`src/rtl/branch_resolve_unit.sv`:
```
// ============================================================================
// Module   : branch_resolve_unit
// Purpose  : In-order queue of predicted branches; compares execute outcomes
//            against predictions, drives predictor updates and mispredict
//            redirect with full flush. Optional macro: BRU_STATS_EN.
// Revision : 1.0 - initial release
// ============================================================================
`default_nettype none

module branch_resolve_unit #(
  parameter int PCW      = 31,
  parameter int DEPTH    = 4,
  parameter int FALL_INC = 1
) (
  input  logic                       clk,
  input  logic                       rst_n,
  input  logic                       push_valid_i,
  output logic                       push_ready_o,
  input  logic [PCW-1:0]             push_pc_i,
  input  logic                       push_pred_taken_i,
  input  logic [PCW-1:0]             push_pred_target_i,
  input  logic                       resolve_valid_i,
  output logic                       resolve_ready_o,
  input  logic                       resolve_taken_i,
  input  logic [PCW-1:0]             resolve_target_i,
  output logic                       feedback_valid_o,
  output logic [PCW-1:0]             set_pc_o,
  output logic                       set_taken_o,
  output logic [PCW-1:0]             set_target_o,
  output logic                       mispredict_o,
  output logic [PCW-1:0]             redirect_pc_o,
`ifdef BRU_STATS_EN
  output logic [31:0]                stat_branches_o,
  output logic [31:0]                stat_mispredicts_o,
`endif
  output logic [$clog2(DEPTH+1)-1:0] count_o
);

  localparam int AW = $clog2(DEPTH);
  localparam int CW = $clog2(DEPTH+1);
  localparam logic [CW-1:0]  C_FULL     = CW'(DEPTH);
  localparam logic [PCW-1:0] C_FALL_INC = PCW'(FALL_INC);

  logic [PCW-1:0] r_pc     [DEPTH];
  logic           r_ptaken [DEPTH];
  logic [PCW-1:0] r_ptgt   [DEPTH];

  logic [AW-1:0]  r_wr_ptr;
  logic [AW-1:0]  r_rd_ptr;
  logic [CW-1:0]  r_count;

  logic           r_fb_valid;
  logic [PCW-1:0] r_set_pc;
  logic           r_set_taken;
  logic [PCW-1:0] r_set_target;
  logic           r_mispredict;
  logic [PCW-1:0] r_redirect_pc;

  logic           w_full;
  logic           w_empty;
  logic           w_res_acc;
  logic           w_mis;
  logic           w_pop;
  logic           w_push_acc;
  logic [PCW-1:0] w_head_pc;
  logic           w_head_ptaken;
  logic [PCW-1:0] w_head_ptgt;

  assign w_full        = (r_count == C_FULL);
  assign w_empty       = (r_count == '0);
  assign w_head_pc     = r_pc[r_rd_ptr];
  assign w_head_ptaken = r_ptaken[r_rd_ptr];
  assign w_head_ptgt   = r_ptgt[r_rd_ptr];

  assign push_ready_o    = !w_full && !r_mispredict;
  assign resolve_ready_o = !w_empty;

  assign w_res_acc = resolve_valid_i && resolve_ready_o;
  assign w_mis     = (w_head_ptaken != resolve_taken_i) ||
                     (w_head_ptaken && resolve_taken_i && (w_head_ptgt != resolve_target_i));
  assign w_pop     = w_res_acc && !w_mis;
  // A full queue still takes a push in the same cycle as a clean pop, so
  // occupancy holds at DEPTH; the freed head slot is the one written.
  assign w_push_acc = push_valid_i && !r_mispredict && (!w_full || w_pop) &&
                      !(w_res_acc && w_mis);

  always_ff @(posedge clk) begin
    if (w_push_acc) begin
      r_pc[r_wr_ptr]     <= push_pc_i;
      r_ptaken[r_wr_ptr] <= push_pred_taken_i;
      r_ptgt[r_wr_ptr]   <= push_pred_target_i;
    end
  end

  always_ff @(posedge clk) begin
    if (!rst_n) begin
      r_wr_ptr      <= '0;
      r_rd_ptr      <= '0;
      r_count       <= '0;
      r_fb_valid    <= 1'b0;
      r_set_pc      <= '0;
      r_set_taken   <= 1'b0;
      r_set_target  <= '0;
      r_mispredict  <= 1'b0;
      r_redirect_pc <= '0;
    end else begin
      r_fb_valid   <= w_res_acc;
      r_mispredict <= w_res_acc && w_mis;
      if (w_res_acc) begin
        r_set_pc     <= w_head_pc;
        r_set_taken  <= resolve_taken_i;
        r_set_target <= resolve_taken_i ? resolve_target_i : w_head_ptgt;
        if (w_mis) begin
          r_redirect_pc <= resolve_taken_i ? resolve_target_i : (w_head_pc + C_FALL_INC);
        end
      end
      if (w_res_acc && w_mis) begin
        r_count  <= '0;
        r_rd_ptr <= r_wr_ptr;
      end else begin
        if (w_push_acc) r_wr_ptr <= r_wr_ptr + 1'b1;
        if (w_pop)      r_rd_ptr <= r_rd_ptr + 1'b1;
        case ({w_push_acc, w_pop})
          2'b10:   r_count <= r_count + 1'b1;
          2'b01:   r_count <= r_count - 1'b1;
          default: r_count <= r_count;
        endcase
      end
    end
  end

`ifdef BRU_STATS_EN
  logic [31:0] r_stat_br;
  logic [31:0] r_stat_mis;

  always_ff @(posedge clk) begin
    if (!rst_n) begin
      r_stat_br  <= '0;
      r_stat_mis <= '0;
    end else begin
      if (r_fb_valid)   r_stat_br  <= r_stat_br + 32'd1;
      if (r_mispredict) r_stat_mis <= r_stat_mis + 32'd1;
    end
  end

  assign stat_branches_o    = r_stat_br;
  assign stat_mispredicts_o = r_stat_mis;
`endif

  assign feedback_valid_o = r_fb_valid;
  assign set_pc_o         = r_set_pc;
  assign set_taken_o      = r_set_taken;
  assign set_target_o     = r_set_target;
  assign mispredict_o     = r_mispredict;
  assign redirect_pc_o    = r_redirect_pc;
  assign count_o          = r_count;

endmodule

`default_nettype wire

```
`config.mk`:
```
export PLATFORM = sky130hd
export DESIGN_NAME = branch_resolve_unit
export DESIGN_NICKNAME = d
export VERILOG_FILES = /design/src/rtl/branch_resolve_unit.sv
export SDC_FILE = /design/constraint.sdc
export NUM_CORES = 1
export LEC_CHECK = 0
export ABC_CLOCK_PERIOD_IN_PS = 4200
export BUFFER_PORTS_ARGS = -buffer_cell sky130_fd_sc_hd__buf_4
export CORE_ASPECT_RATIO = 1.25
export CORE_UTILIZATION = 35
export DETAILED_ROUTE_END_ITERATION = 6
export MAX_ROUTING_LAYER = met4
export PLACE_DENSITY = 0.64
export SLEW_MARGIN = 10
export SYNTH_ARGS = -nofsm -noshare
export SYNTH_HDL_FRONTEND = slang
export SYNTH_SLANG_ARGS = --single-unit
```
`constraint.sdc`:
```
create_clock -name clk -period 4.2 [get_ports clk]
set_input_delay 0.21 -clock clk [delete_from_list [all_inputs] [get_ports clk]]
set_output_delay 0.21 -clock clk [all_outputs]
set_load 0.005 [all_outputs]
```
-- Yosys cells after proc, flatten, opt, wreduce, memory -nomap -nowiden
Memory sizes are Yosys's and may differ from the RTL's. A register that Yosys moved wholly into a read port is not among the register bits.
Index checks and enable logic that the tools add are counted.
- equal/unequal tests: 5
- add/sub/neg operators: 5
- reductions and logical operators: 22
- mux-type cells: 13
- bitwise logic cells: 2
- operators with widths (kind ; number):
    31-bit 2-to-1 mux ; 2
    31-bit by 1-bit adder with 31-bit output (second input constant) ; 1
    31-bit inequality test ; 1
    2-bit 2-to-1 mux ; 8
    1-bit logical AND ; 9
    3-bit case mux with 2 select lines ; 1
    1-bit logical NOT ; 5
    2-bit by 1-bit adder with 2-bit output (second input constant) ; 2
    2-bit AND reduction ; 2
    2-bit nonzero test ; 2
    3-bit by 1-bit adder with 3-bit output (second input constant) ; 1
    3-bit equality test (second input constant) ; 1
    3-bit logical NOT ; 1
    3-bit by 1-bit subtractor with 3-bit output (second input constant) ; 1
    2-bit by 1-bit equality test with 1-bit output (second input constant) ; 1
    2-bit equality test (second input constant) ; 1
    1-bit logical OR ; 2
    1-bit 2-to-1 mux ; 2
    1-bit NOT ; 2
    2-bit OR reduction ; 1
    1-bit inequality test ; 1
- register bits: 103
- bits in writable memories: 252
- memories: 3
- memory list (name ; depth ; width ; read ports ; clocked after memory_dff ; wr ports ; line ; source):
    r_pc ; 4 ; 31 ; 1 ; 1 ; 1 ; 44 ; logic [PCW-1:0] r_pc [DEPTH];
    r_ptgt ; 4 ; 31 ; 1 ; 1 ; 1 ; 46 ; logic [PCW-1:0] r_ptgt [DEPTH];
    r_ptaken ; 4 ; 1 ; 1 ; 1 ; 1 ; 45 ; logic r_ptaken [DEPTH];

-- Logic depth before layout (Yosys ltp)
Gate-level depths: netlist of the first run.
- depth in word-level cells: 10
- gate-level depth with buffers: 17
- gate-level depth less buffers: 14

-- Worst setup path before layout of the first run
No wires, ideal clock.
- path type: register to register
- from: reg with a tool-made name
- to: mem r_pc[0][0], enable pin
- cell stages (with the launch flop): 11
- period minus slack after synthesis: 4.418 ns
- required time: 3.772 ns
- buffers on the path: 5
- arrival: 3.990 ns
- setup slack: -0.218 ns
- setup time: 0.428 ns
- cells stage by stage: dfxtp_1 -> buf_6 -> buf_6 -> buf_6 -> buf_4 -> mux4_2 -> ha_1 -> buf_1 -> nand2_1 -> and2_0 -> and3_1
- RTL lines (what ; line):
    end, declared ; 44

==> flow_results.xml, run 1 <==
<?xml version="1.0" encoding="UTF-8"?>
<metrics>
  <group name="worst_setup_path">
    <metric name="setup.reg_to_reg.worst_slack" unit="ps">440</metric>
    <metric name="worstPathArrival" unit="ps">4130</metric>
    <metric name="reg2regPathDepth" unit="">15</metric>
    <metric name="critPathRequiredTime" unit="ps">4570</metric>
    <metric name="crit_path_end_kind" unit="">register</metric>
    <metric name="worstSetupPathType" unit="">reg -&gt; reg</metric>
    <metric name="critPathLaunchType" unit="">register</metric>
    <metric name="timing.critical_path.fanout_max" unit="">17</metric>
  </group>
  <group name="cells_and_area">
    <metric name="finalNonFillerCells" unit="">1828</metric>
    <metric name="post-route-util" unit="%">45.58</metric>
    <metric name="final_common_cell" unit="">sky130_fd_sc_hd__edfxtp_1</metric>
    <metric name="number_of_nets_at_the_end_of_the_flow" unit="">1357</metric>
    <metric name="most-common-layout-cells" unit="">sky130_fd_sc_hd__edfxtp_1, sky130_fd_sc_hd__buf_4, sky130_fd_sc_hd__nand2_1</metric>
    <metric name="area_growth_syn_to_layout" unit="%">27.64</metric>
    <metric name="final_layout_size_suffix_gt1_share" unit="%">28.87</metric>
  </group>
  <group name="floorplan">
    <metric name="start_util" unit="%">35.71</metric>
    <metric name="rows" unit="">82</metric>
    <metric name="coreArea" unit="sq um">40320</metric>
    <metric name="io-pin-count" unit="">200</metric>
    <metric name="die-area" unit="sq um">41960</metric>
    <metric name="die_width" unit="um">183.4</metric>
    <metric name="die_height" unit="um">228.8</metric>
  </group>
  <group name="sta">
    <metric name="finalSetupViolCount" unit="">0</metric>
    <metric name="rsz_0062_raised_after_global_routing" unit="">false</metric>
    <metric name="tightestPinTransition" unit="ps">945.0</metric>
    <metric name="clock.fmax" unit="GHz">0.2659</metric>
    <metric name="finalCritPeriodShare" unit="%">89.55</metric>
    <metric name="worst_slew_margin_rel" unit="%">37.00</metric>
    <metric name="fin_crit" unit="ps">3761</metric>
    <metric name="total_neg_setup_slack" unit="ps">0</metric>
    <metric name="finalClockSkew" unit="ps">13.97</metric>
    <metric name="finalHoldViolations" unit="">0</metric>
    <metric name="slew_viol_final" unit="">0</metric>
  </group>
  <group name="place">
    <metric name="place.gp.congestion" unit="">0.8644</metric>
    <metric name="io_buffer_count" unit="">199</metric>
    <metric name="hpwl" unit="um">27510</metric>
    <metric name="place_inst" unit="">1695</metric>
  </group>
  <group name="worst_hold_path">
    <metric name="hold_path_class" unit="">in -&gt; reg</metric>
    <metric name="hold_depth" unit="">3</metric>
  </group>
  <group name="logic_synthesis">
    <metric name="synth_top_family_by_area" unit="">multiplexers</metric>
    <metric name="synth_seq_area_share" unit="%">67.15</metric>
    <metric name="syn_inst" unit="">985</metric>
    <metric name="synth_simple_gate_area_share" unit="%">7.821</metric>
    <metric name="adder_cell_share_of_the_synthesized_area" unit="%">0.7473</metric>
    <metric name="post-synth-top-area-fraction" unit="%">52.55</metric>
    <metric name="synthesized_area" unit="sq um">14400</metric>
    <metric name="synth.avg_cell_area" unit="sq um">14.62</metric>
    <metric name="postSynth.topFlopCell" unit="">sky130_fd_sc_hd__edfxtp_1</metric>
    <metric name="ys.warnings.count" unit="">0</metric>
    <metric name="count_of_flip_flops_with_a_built_in_enable_after_synthesis" unit="">252</metric>
    <metric name="muxShareOfSynthArea" unit="%">10.53</metric>
    <metric name="postSynthRegisterBits" unit="">357</metric>
    <metric name="ys_top_cells_by_area" unit="">sky130_fd_sc_hd__edfxtp_1, sky130_fd_sc_hd__dfxtp_1, sky130_fd_sc_hd__mux4_2, sky130_fd_sc_hd__nand2_1, sky130_fd_sc_hd__xnor2_1</metric>
    <metric name="synth_compound_gate_area_share" unit="%">7.925</metric>
    <metric name="synthDominantAreaCellType" unit="">sky130_fd_sc_hd__edfxtp_1</metric>
    <metric name="xor_xnor_share_of_the_synthesized_area" unit="%">3.345</metric>
    <metric name="postSynthNetCount" unit="">1092</metric>
    <metric name="synth_cell_types" unit="">53</metric>
    <metric name="async_flop_share" unit="%">0</metric>
  </group>
  <group name="detailed_routing">
    <metric name="routed-via-count" unit="">9431</metric>
    <metric name="avgRoutedWirePerCell" unit="um">21.82</metric>
    <metric name="antenna_left" unit="">0</metric>
    <metric name="drt_drc_violations_left" unit="">0</metric>
    <metric name="via_per_inst" unit="">5.159</metric>
    <metric name="drt-initial-drc-count" unit="">701</metric>
    <metric name="drt_pass1_iterations" unit="">7</metric>
    <metric name="detail_route.wirelength" unit="um">39900</metric>
  </group>
  <group name="clock_network">
    <metric name="htree_levels" unit="">2</metric>
    <metric name="cts_tree" unit="">built</metric>
    <metric name="cts-root-to-sink-buffers" unit="">3</metric>
    <metric name="post-cts-setup-buffers" unit="">0</metric>
    <metric name="tritoncts.num_buffers" unit="">36</metric>
    <metric name="cts_sinks" unit="">357</metric>
    <metric name="worstSkewPairLatency" unit="ps">530</metric>
    <metric name="cts.clk_slew.worst_paths" unit="ps">60</metric>
    <metric name="cts_root_buf" unit="">sky130_fd_sc_hd__clkbuf_16</metric>
  </group>
  <group name="power_and_ir_drop">
    <metric name="static-leakage-power" unit="nW">6.483</metric>
    <metric name="cellPowerDensity" unit="nW/um^2">571.8</metric>
    <metric name="fin_total_pwr" unit="mW">10.51</metric>
    <metric name="power.ir.vdd_worst" unit="uV">257.7</metric>
  </group>
  <group name="global_route">
    <metric name="grt_start_max_net_pins" unit="">73</metric>
    <metric name="grt_pass1_wl" unit="um">59300</metric>
    <metric name="grt_antenna_before_repair" unit="">4</metric>
    <metric name="grt_overflow" unit="">0</metric>
    <metric name="first_global_vias" unit="">9478</metric>
    <metric name="globalRouteTotalUtil" unit="%">19.67</metric>
  </group>
  <group name="run">
    <metric name="max-cap-violations" unit="">0</metric>
  </group>
  <group name="status">
    <metric name="outcome" unit="">complete, no violations</metric>
  </group>
</metrics>
final timing paths:
check	to	start
max	count_o[2]	register
min	set_target_o[21]	resolve_target_i[21]
min reg2reg	set_pc_o[24]	set_pc_o[24]
max reg2reg	count_o[2]	register
state kept, by name, indices dropped and copies added (netlist names), named ones only:
signal            flops
r_pc                124
r_ptgt              124
redirect_pc_o        31
set_pc_o             31
set_target_o         31
r_ptaken              4
count_o               3
r_rd_ptr              2
r_wr_ptr              2
feedback_valid_o      1
mispredict_o          1
set_taken_o           1
cells in the mapped netlist (11+ instances only):
| cell type | count |
|---|---|
| sky130_fd_sc_hd__edfxtp_1 | 252 |
| sky130_fd_sc_hd__nand2_1 | 147 |
| sky130_fd_sc_hd__dfxtp_1 | 105 |
| sky130_fd_sc_hd__mux4_2 | 61 |
| sky130_fd_sc_hd__a21oi_1 | 57 |
| sky130_fd_sc_hd__o21ai_0 | 56 |
| sky130_fd_sc_hd__xnor2_1 | 46 |
| sky130_fd_sc_hd__clkbuf_1 | 36 |
| sky130_fd_sc_hd__a31oi_1 | 25 |
| sky130_fd_sc_hd__a32o_1 | 18 |
| sky130_fd_sc_hd__nor2_1 | 16 |
| sky130_fd_sc_hd__inv_1 | 15 |
| sky130_fd_sc_hd__mux2i_1 | 12 |
| sky130_fd_sc_hd__nand4_1 | 11 |
final cells by class:
cell class,instances,area (sq um)
well taps,546,683.2
flip-flops and latches,357,9674
fillers,3580,21940
repair buffers,285,2372
clock inverters,19,148.9
multi-input cells,554,4382
clock buffers,47,1046
inverters,16,62.56
diodes,4,10.01
power by group:
group | switching [mW] | total (mW) | internal (mW)
clock network | 1.35 | 3.19 | 1.84
registers | 0.276 | 4.62 | 4.34
logic | 1.50 | 2.70 | 1.19
total | 3.13 | 10.5 | 7.38
logic make-up after synthesis:
group / after synthesis
adders and majority gates: 8
DFF: 357
buffers and inverters: 74
and+or+nand+nor: 232
AOI/OAI and AO/OA: 184
xor gates and xnor gates: 55
muxes: 75
critical path, cell delays in order, from the launching register on:
cell	delay [ps]
sky130_fd_sc_hd__dfxtp_4	490
sky130_fd_sc_hd__buf_12	230
sky130_fd_sc_hd__mux4_2	540
sky130_fd_sc_hd__xnor2_1	160
sky130_fd_sc_hd__nand4_1	250
sky130_fd_sc_hd__nor4_4	440
sky130_fd_sc_hd__a21bo_2	200
sky130_fd_sc_hd__nand2_1	70
sky130_fd_sc_hd__nor2_1	110
sky130_fd_sc_hd__ha_1	210
sky130_fd_sc_hd__inv_1	70
sky130_fd_sc_hd__fa_1	370
sky130_fd_sc_hd__xor2_1	150
sky130_fd_sc_hd__nor2_1	110
sky130_fd_sc_hd__xnor2_1	130
sky130_fd_sc_hd__nor3_1	60
timing repair:
| action | CTS | global route |
|---|---|---|
| gates resized for setup | 0 | 0 |
| endpoints found under the hold margin | 252 | 0 |
| hold buffers | 63 | 0 |
metrics by stage:
| step | area [sq um] | hold WS (ps) | setup WS [ps] |
|---|---|---|---|
| floorplan | 14400 | 308.9 | 471.4 |
| global placement | 16540 | 410.1 | 479.5 |
| detailed placement | 16540 | 412.5 | 425.7 |
| CTS | 18370 | 5.739 | 415.2 |
| global route | 18380 | 20.13 | 197.2 |
| finish | 18380 | 24.02 | 438.8 |
metal layers:
| metal | vias to the layer above | track usage [%] | share of wire, % |
|---|---|---|---|
| met2 | 339 | 32.21 | 49 |
| li1 | 4282 | - | - |
| met1 | 4732 | 24.25 | 41 |
| met4 | 0 | 7.734 | 3.8 |
| met3 | 78 | 3.155 | 5.6 |
| met5 | - | - | 0 |
Note: power is estimated with default switching activity, not from simulation.
==> inputs of run 2 (changes only) <==
RECOVER_POWER = 25   (was unset)
==> run 2 against run 1 <==
Final area fell by 0.94%. Combinational power barely moved. Sequential share of layout area rose by 0.50 points.
==> flow_results.xml, run 2 (synthesized netlist as in run 1, its figures left out) <==
<?xml version="1.0" encoding="UTF-8"?>
<metrics>
  <group name="power_and_ir_drop">
    <metric name="cellPowerDensity" unit="nW/um^2">576.3</metric>
    <metric name="power.ir.vdd_worst" unit="uV">256.9</metric>
    <metric name="static-leakage-power" unit="nW">6.316</metric>
  </group>
  <group name="worst_hold_path">
    <metric name="hold_path_class" unit="">in -&gt; reg</metric>
    <metric name="hold_depth" unit="">3</metric>
    <metric name="hp-start" unit="">resolve_target_i[21]</metric>
    <metric name="hold_path_end" unit="">set_target_o[21]</metric>
  </group>
  <group name="sta">
    <metric name="slew_viol_final" unit="">0</metric>
    <metric name="hold_slack" unit="ps">22.58</metric>
    <metric name="finalSetupViolCount" unit="">0</metric>
    <metric name="worst_slew_margin_rel" unit="%">41.59</metric>
    <metric name="total_neg_setup_slack" unit="ps">0</metric>
    <metric name="clock.fmax" unit="GHz">0.2664</metric>
    <metric name="finalHoldViolations" unit="">0</metric>
    <metric name="finalClockSkew" unit="ps">14.39</metric>
    <metric name="rsz_0062_raised_after_global_routing" unit="">false</metric>
    <metric name="finalCritPeriodShare" unit="%">89.37</metric>
    <metric name="tightestPinTransition" unit="ps">876.2</metric>
    <metric name="fin_crit" unit="ps">3753</metric>
  </group>
  <group name="global_route">
    <metric name="first_global_vias" unit="">9478</metric>
    <metric name="grt_antenna_before_repair" unit="">4</metric>
    <metric name="grt_overflow" unit="">0</metric>
    <metric name="grt_pass1_wl" unit="um">59300</metric>
    <metric name="grt_start_max_net_pins" unit="">73</metric>
    <metric name="globalRouteTotalUtil" unit="%">19.67</metric>
  </group>
  <group name="detailed_routing">
    <metric name="routed-via-count" unit="">9391</metric>
    <metric name="via_per_inst" unit="">5.137</metric>
    <metric name="detail_route.wirelength" unit="um">39890</metric>
    <metric name="drt_drc_violations_left" unit="">0</metric>
    <metric name="antenna_left" unit="">0</metric>
    <metric name="drt-initial-drc-count" unit="">609</metric>
    <metric name="avgRoutedWirePerCell" unit="um">21.82</metric>
    <metric name="drt_pass1_iterations" unit="">5</metric>
  </group>
  <group name="worst_setup_path">
    <metric name="setup.reg_to_reg.worst_slack" unit="ps">450</metric>
    <metric name="critPathLaunchType" unit="">register</metric>
    <metric name="worstPathArrival" unit="ps">4130</metric>
    <metric name="critical-path-slowest-cell" unit="">sky130_fd_sc_hd__mux4_2</metric>
    <metric name="timing.critical_path.fanout_max" unit="">17</metric>
    <metric name="crit_path_end_kind" unit="">register</metric>
    <metric name="worstSetupPathType" unit="">reg -&gt; reg</metric>
    <metric name="critPathRequiredTime" unit="ps">4570</metric>
    <metric name="reg2regPathDepth" unit="">15</metric>
    <metric name="critical_path.max_stage_delay" unit="ps">540</metric>
    <metric name="worstReg2RegEnd" unit="">count_o[2]</metric>
    <metric name="worstPathCellList" unit="">buf_12, mux4_2, xnor2_1, nand4_1, nor4_4, a21bo_2, nand2_1, nor2_1, ha_1, inv_1, fa_1, xor2_1, nor2_1, xnor2_1, nor3_1</metric>
  </group>
  <group name="clock_network">
    <metric name="cts_root_buf" unit="">sky130_fd_sc_hd__clkbuf_16</metric>
    <metric name="cts-root-to-sink-buffers" unit="">3</metric>
    <metric name="cts_sinks" unit="">357</metric>
    <metric name="htree_levels" unit="">2</metric>
    <metric name="worstSkewPairLatency" unit="ps">530</metric>
    <metric name="cts.clk_slew.worst_paths" unit="ps">60</metric>
    <metric name="cts_tree" unit="">built</metric>
    <metric name="tritoncts.num_buffers" unit="">36</metric>
    <metric name="post-cts-setup-buffers" unit="">0</metric>
    <metric name="postCtsResizedCells" unit="">0</metric>
  </group>
  <group name="cells_and_area">
    <metric name="final_layout_size_suffix_gt1_share" unit="%">25.27</metric>
    <metric name="area_growth_syn_to_layout" unit="%">26.44</metric>
    <metric name="final_common_cell" unit="">sky130_fd_sc_hd__edfxtp_1</metric>
    <metric name="post-route-util" unit="%">45.15</metric>
    <metric name="most-common-layout-cells" unit="">sky130_fd_sc_hd__edfxtp_1, sky130_fd_sc_hd__buf_4, sky130_fd_sc_hd__nand2_1</metric>
    <metric name="finalNonFillerCells" unit="">1828</metric>
    <metric name="fillers" unit="">3605</metric>
    <metric name="multi_input_area" unit="sq um">4382</metric>
    <metric name="regArea" unit="sq um">9674</metric>
    <metric name="number_of_nets_at_the_end_of_the_flow" unit="">1357</metric>
    <metric name="reg_top3" unit="">r_pc (124), r_ptgt (124)</metric>
  </group>
  <group name="place">
    <metric name="hpwl" unit="um">27510</metric>
    <metric name="place_inst" unit="">1695</metric>
    <metric name="io_buffer_count" unit="">199</metric>
    <metric name="place.gp.congestion" unit="">0.8644</metric>
  </group>
  <group name="floorplan">
    <metric name="start_util" unit="%">35.71</metric>
    <metric name="die-area" unit="sq um">41960</metric>
    <metric name="rows" unit="">82</metric>
    <metric name="io-pin-count" unit="">200</metric>
    <metric name="coreArea" unit="sq um">40320</metric>
    <metric name="die_width" unit="um">183.4</metric>
    <metric name="die_height" unit="um">228.8</metric>
  </group>
  <group name="run">
    <metric name="max-cap-violations" unit="">0</metric>
  </group>
  <group name="status">
    <metric name="outcome" unit="">complete, no violations</metric>
  </group>
</metrics>
[run 2: changes by cell type in the layout (fill, tap and decap cells not counted), sizes merged]
cell    previous run  this run
clkbuf            47        93
buf              222       176
[run 2: worst max-delay path by stage]
stage          slack, ps      from  cells past startpoint          to
6_report             450  register                     15  count_o[2]
3_3_place_gp         480  register                     15  count_o[2]
3_5_place_dp         430  register                     15  count_o[2]
4_1_cts              420  register                     15  count_o[2]
2_1_floorplan        470  register                     17  count_o[2]
5_1_grt              200  register                     15  count_o[2]
[run 2: per-stage QoR]
stage	setup WS [ps]	area [sq um]	power [mW]
after floorplan	471.4	14400	6.203
after global placement	479.5	16540	7.316
after detailed placement	425.7	16540	7.354
after CTS	415.2	18370	10.60
after global routing	197.2	18210	10.96
final	446.5	18210	10.49
[run 2: what timing repair did]
item                                    CTS  global route
hold buffers                             63             0
hold endpoints to repair                252             0
endpoints found under the setup margin    0             0
[run 2: final cells by class]
class                           count  share of cell area [%]
Sequential cell                   357                   53.14
Multi-Input combinational cell    554                   24.07
Timing Repair Buffer              285                   12.08
Clock buffer                       47                   5.745
Tap cell                          546                   3.752
Clock inverter                     19                  0.8178
Inverter                           16                  0.3436
Antenna cell                        4                 0.05498
[run 2: worst max-delay path, delay by kind of cell, from the launching register on]
family	cells	cell delay [ps]
buffers and inverters	2	300
DFF	1	500
AOI/OAI and AO/OA	1	200
xor gates and xnor gates	3	440
muxes	1	540
and+or+nand+nor	6	1040
adders and majority gates	2	580
[run 2: power by group]
part           switching (mW)  internal [mW]
clock network            1.35           1.84
logic                    1.50           1.18
registers               0.276           4.34
total                    3.13           7.36
[run 2: metal layers]
| layer | share of wire (%) | routed length [um] | vias up | track usage [%] |
|---|---|---|---|---|
| li1 | - | - | 4283 | - |
| met4 | 3.8 | 1502 | 0 | 7.734 |
| met5 | 0 | 0 | - | - |
| met2 | 49 | 19690 | 335 | 32.21 |
| met1 | 41 | 16310 | 4693 | 24.25 |
| met3 | 6.0 | 2378 | 80 | 3.155 |
==> inputs of run 3 (changes only) <==
ABC_AREA = 1   (was unset)
BUFFER_PORTS_ARGS = -buffer_cell sky130_fd_sc_hd__buf_2   (was -buffer_cell sky130_fd_sc_hd__buf_4)
==> run 3 against run 2 <==
Sequential share of layout area fell by 2.2 points. Utilization fell by 2.0 points. Critical endpoint unchanged. Global-route usage rose by 2.2 points. Final cell count rose by 36%. Critical path depth rose by 7. The run now ends with design-rule violations left. Critical path type unchanged. Highest routed layer unchanged. Clock-buffer cell count rose by 1.
==> flow_results.xml, run 3 <==
<?xml version="1.0" encoding="UTF-8"?>
<metrics>
  <group name="clock_network">
    <metric name="cts_sinks" unit="">357</metric>
    <metric name="htree_levels" unit="">2</metric>
    <metric name="worstSkewPairLatency" unit="ps">550</metric>
    <metric name="tritoncts.num_buffers" unit="">35</metric>
    <metric name="cts.clk_slew.worst_paths" unit="ps">70</metric>
    <metric name="cts_tree" unit="">built</metric>
    <metric name="cts_root_buf" unit="">sky130_fd_sc_hd__clkbuf_16</metric>
    <metric name="cts-root-to-sink-buffers" unit="">3</metric>
  </group>
  <group name="logic_synthesis">
    <metric name="synth_seq_area_share" unit="%">61.96</metric>
    <metric name="count_of_flip_flops_with_a_built_in_enable_after_synthesis" unit="">252</metric>
    <metric name="postSynth.topFlopCell" unit="">sky130_fd_sc_hd__edfxtp_1</metric>
    <metric name="syn_inst" unit="">1636</metric>
    <metric name="synth.avg_cell_area" unit="sq um">9.539</metric>
    <metric name="async_flop_share" unit="%">0</metric>
    <metric name="ys_top_cells_by_area" unit="">sky130_fd_sc_hd__edfxtp_1, sky130_fd_sc_hd__dfxtp_1, sky130_fd_sc_hd__nand2_1, sky130_fd_sc_hd__nand3_1, sky130_fd_sc_hd__inv_1</metric>
    <metric name="post-synth-top-area-fraction" unit="%">48.49</metric>
    <metric name="synth_most_common_cell" unit="">sky130_fd_sc_hd__nand2_1</metric>
    <metric name="ys.warnings.count" unit="">0</metric>
    <metric name="synth_cell_types" unit="">42</metric>
    <metric name="postSynthNetCount" unit="">1743</metric>
    <metric name="synth_top_cells_by_count" unit="">sky130_fd_sc_hd__nand2_1, sky130_fd_sc_hd__edfxtp_1, sky130_fd_sc_hd__nand3_1</metric>
    <metric name="synthesized_area" unit="sq um">15610</metric>
    <metric name="postSynthRegisterBits" unit="">357</metric>
    <metric name="synthDominantAreaCellType" unit="">sky130_fd_sc_hd__edfxtp_1</metric>
  </group>
  <group name="place">
    <metric name="place_inst" unit="">2353</metric>
    <metric name="post-place-ws" unit="ps">898.7</metric>
    <metric name="place.gp.congestion" unit="">0.8867</metric>
    <metric name="io_buffer_count" unit="">199</metric>
    <metric name="hpwl" unit="um">32820</metric>
  </group>
  <group name="detailed_routing">
    <metric name="routed-via-count" unit="">12510</metric>
    <metric name="via_per_inst" unit="">5.027</metric>
    <metric name="drt-initial-drc-count" unit="">940</metric>
    <metric name="antenna_left" unit="">0</metric>
    <metric name="avgRoutedWirePerCell" unit="um">19.46</metric>
    <metric name="detail_route.wirelength" unit="um">48450</metric>
    <metric name="drt_pass1_iterations" unit="">7</metric>
    <metric name="drt_drc_violations_left" unit="">4</metric>
  </group>
  <group name="worst_setup_path">
    <metric name="crit_path_end_kind" unit="">register</metric>
    <metric name="timing.critical_path.fanout_max" unit="">91</metric>
    <metric name="worstPathArrival" unit="ps">3820</metric>
    <metric name="critPathRequiredTime" unit="ps">4650</metric>
    <metric name="critPathLaunchType" unit="">register</metric>
    <metric name="worstSetupPathType" unit="">reg -&gt; reg</metric>
  </group>
  <group name="cells_and_area">
    <metric name="number_of_nets_at_the_end_of_the_flow" unit="">1989</metric>
    <metric name="most-common-layout-cells" unit="">sky130_fd_sc_hd__nand2_1, sky130_fd_sc_hd__edfxtp_1, sky130_fd_sc_hd__nand3_1</metric>
    <metric name="fillers" unit="">4155</metric>
    <metric name="area_growth_syn_to_layout" unit="%">21.65</metric>
    <metric name="post-route-util" unit="%">43.14</metric>
    <metric name="finalNonFillerCells" unit="">2489</metric>
    <metric name="final_layout_size_suffix_gt1_share" unit="%">14.57</metric>
    <metric name="reg_top3" unit="">r_pc (124), r_ptgt (124)</metric>
    <metric name="final_common_cell" unit="">sky130_fd_sc_hd__nand2_1</metric>
  </group>
  <group name="status">
    <metric name="failed_checks" unit="">design-rule violations</metric>
    <metric name="outcome" unit="">finished, violations left</metric>
  </group>
  <group name="sta">
    <metric name="rsz_0062_raised_after_global_routing" unit="">false</metric>
    <metric name="finalClockSkew" unit="ps">37.86</metric>
    <metric name="finalHoldViolations" unit="">0</metric>
    <metric name="clock.fmax" unit="GHz">0.2967</metric>
    <metric name="finalSetupViolCount" unit="">0</metric>
    <metric name="fin_ws" unit="ps">829.9</metric>
    <metric name="tightestPinTransition" unit="ps">995.2</metric>
    <metric name="slew_viol_final" unit="">0</metric>
    <metric name="fin_crit" unit="ps">3370</metric>
    <metric name="worst_slew_margin_rel" unit="%">33.65</metric>
    <metric name="finalCritPeriodShare" unit="%">80.24</metric>
  </group>
  <group name="global_route">
    <metric name="grt_start_max_net_pins" unit="">93</metric>
    <metric name="first_global_vias" unit="">12020</metric>
    <metric name="globalRouteTotalUtil" unit="%">21.87</metric>
    <metric name="top_usage_layer" unit="">met2</metric>
    <metric name="grt.met3_usage" unit="%">2.986</metric>
    <metric name="grt_pass1_wl" unit="um">72060</metric>
    <metric name="grt_overflow" unit="">0</metric>
    <metric name="use_met2" unit="%">35.92</metric>
    <metric name="gr_met1_demand_resource" unit="%">27.16</metric>
    <metric name="grt_antenna_before_repair" unit="">8</metric>
  </group>
  <group name="power_and_ir_drop">
    <metric name="static-leakage-power" unit="nW">7.851</metric>
    <metric name="power.share.clock" unit="%">26.4</metric>
    <metric name="intPower" unit="mW">7.540</metric>
    <metric name="swShare" unit="%">36.83</metric>
    <metric name="p_sw" unit="mW">4.396</metric>
    <metric name="pwr-share-comb" unit="%">33.1</metric>
    <metric name="pwr-share-seq" unit="%">40.4</metric>
    <metric name="cellPowerDensity" unit="nW/um^2">628.7</metric>
    <metric name="power.ir.vdd_worst" unit="uV">407.0</metric>
  </group>
  <group name="floorplan">
    <metric name="rows" unit="">86</metric>
    <metric name="start_util" unit="%">35.46</metric>
    <metric name="die_height" unit="um">238.1</metric>
    <metric name="die-area" unit="sq um">45440</metric>
    <metric name="io-pin-count" unit="">200</metric>
    <metric name="coreArea" unit="sq um">44010</metric>
    <metric name="die_width" unit="um">190.9</metric>
  </group>
  <group name="run">
    <metric name="max-cap-violations" unit="">0</metric>
  </group>
  <group name="worst_hold_path">
    <metric name="hold_path_class" unit="">in -&gt; reg</metric>
  </group>
</metrics>
## run 3: cell types whose count changed after synthesis, sizes merged, moves of 12 or more
cell | before | now
nand2 | 147 | 489
nand3 | 8 | 166
inv | 16 | 145
nor2 | 16 | 104
o21ai | 58 | 123
mux4 | 61 | 0
xnor2 | 46 | 1
buf | 22 | 46
o211ai | 2 | 24
a32o | 18 | 0
mux2i | 12 | 0
## run 3: logic make-up after synthesis
logic type	share of synthesized area [%]
AOI/OAI and AO/OA	8.907
xor gates and xnor gates	0.6173
adders and majority gates	0.6895
buffers and inverters	6.494
DFF	61.96
and+or+nand+nor	21.33
## run 3: repair_timing
action	in CTS	in global routing
resized for setup	0	0
endpoints found under the setup margin	0	0
endpoints found under the hold margin	253	0
hold buffers	64	0
buffers inserted	0	0
## run 3: metal layers
layer	routed length [um]	vias up	part of all wire, %
met1	20370	5952	42
li1	-	6021	-
met4	2097	0	4.3
met3	2788	111	5.8
met5	0	-	0
met2	23190	428	48
## run 3: power groups by stage
stage / registers (mW) / logic [mW] / clock network, mW
after floorplan: 4.84 / 2.43 / 0
after global routing: 4.87 / 4.40 / 3.32
after detailed placement: 4.89 / 3.89 / 0
after CTS: 4.82 / 3.96 / 3.20
final: 4.83 / 3.96 / 3.15
after global placement: 4.88 / 3.83 / 0
## run 3: worst max-delay path, stage by stage, from the launching register on
cell and delay [ps]:
sky130_fd_sc_hd__dfxtp_4 370, sky130_fd_sc_hd__buf_12 340, sky130_fd_sc_hd__nand2_1 120, sky130_fd_sc_hd__nand3_1 150, sky130_fd_sc_hd__nand2_1 70, sky130_fd_sc_hd__nand2_1 60, sky130_fd_sc_hd__nand2_1 60, sky130_fd_sc_hd__inv_1 90
sky130_fd_sc_hd__nand2_1 80, sky130_fd_sc_hd__nor2_1 140, sky130_fd_sc_hd__nand2_1 60, sky130_fd_sc_hd__nor2_1 130, sky130_fd_sc_hd__nand2_1 90, sky130_fd_sc_hd__nand2_2 100, sky130_fd_sc_hd__nand2_4 110, sky130_fd_sc_hd__nor2_1 120
sky130_fd_sc_hd__ha_1 150, sky130_fd_sc_hd__inv_1 70, sky130_fd_sc_hd__fa_1 380, sky130_fd_sc_hd__a21oi_1 160, sky130_fd_sc_hd__o21ai_0 120, sky130_fd_sc_hd__xor2_1 160, sky130_fd_sc_hd__nor2_1 110
## run 3: final timing paths
path / from / endpoint / slack [ps] / depth (start not counted)
worst max register to register: register / count_o[2] / 830 / 22
worst min register to register: redirect_pc_o[15] / redirect_pc_o[15] / 470 / 2
worst min-delay path: resolve_target_i[23] / set_target_o[23] / 20 / 3
worst max-delay path: register / count_o[2] / 830 / 22
## run 3: metrics by stage
step	instance area, sq um	hold WS [ps]	setup TNS (ps)	power (mW)
2_1_floorplan	15610	308.9	-209060	7.268
3_3_place_gp	17230	420.9	0	8.709
3_5_place_dp	17230	427.2	0	8.783
4_1_cts	19020	0.4320	0	11.98
5_1_grt	18980	32.39	0	12.59
6_report	18980	15.59	0	11.94
## run 3: final cells by class
class                   instances  area [sq um]  area share, %
clock inverters                15         173.9         0.9161
well taps                     572         715.7          3.770
repair buffers                288          1916          10.09
inverters                     147         554.3          2.920
multi-input cells            1053          4954          26.09
flip-flops and latches        357          9674          50.96
clock buffers                  48         974.7          5.134
diodes                          9         22.52         0.1186
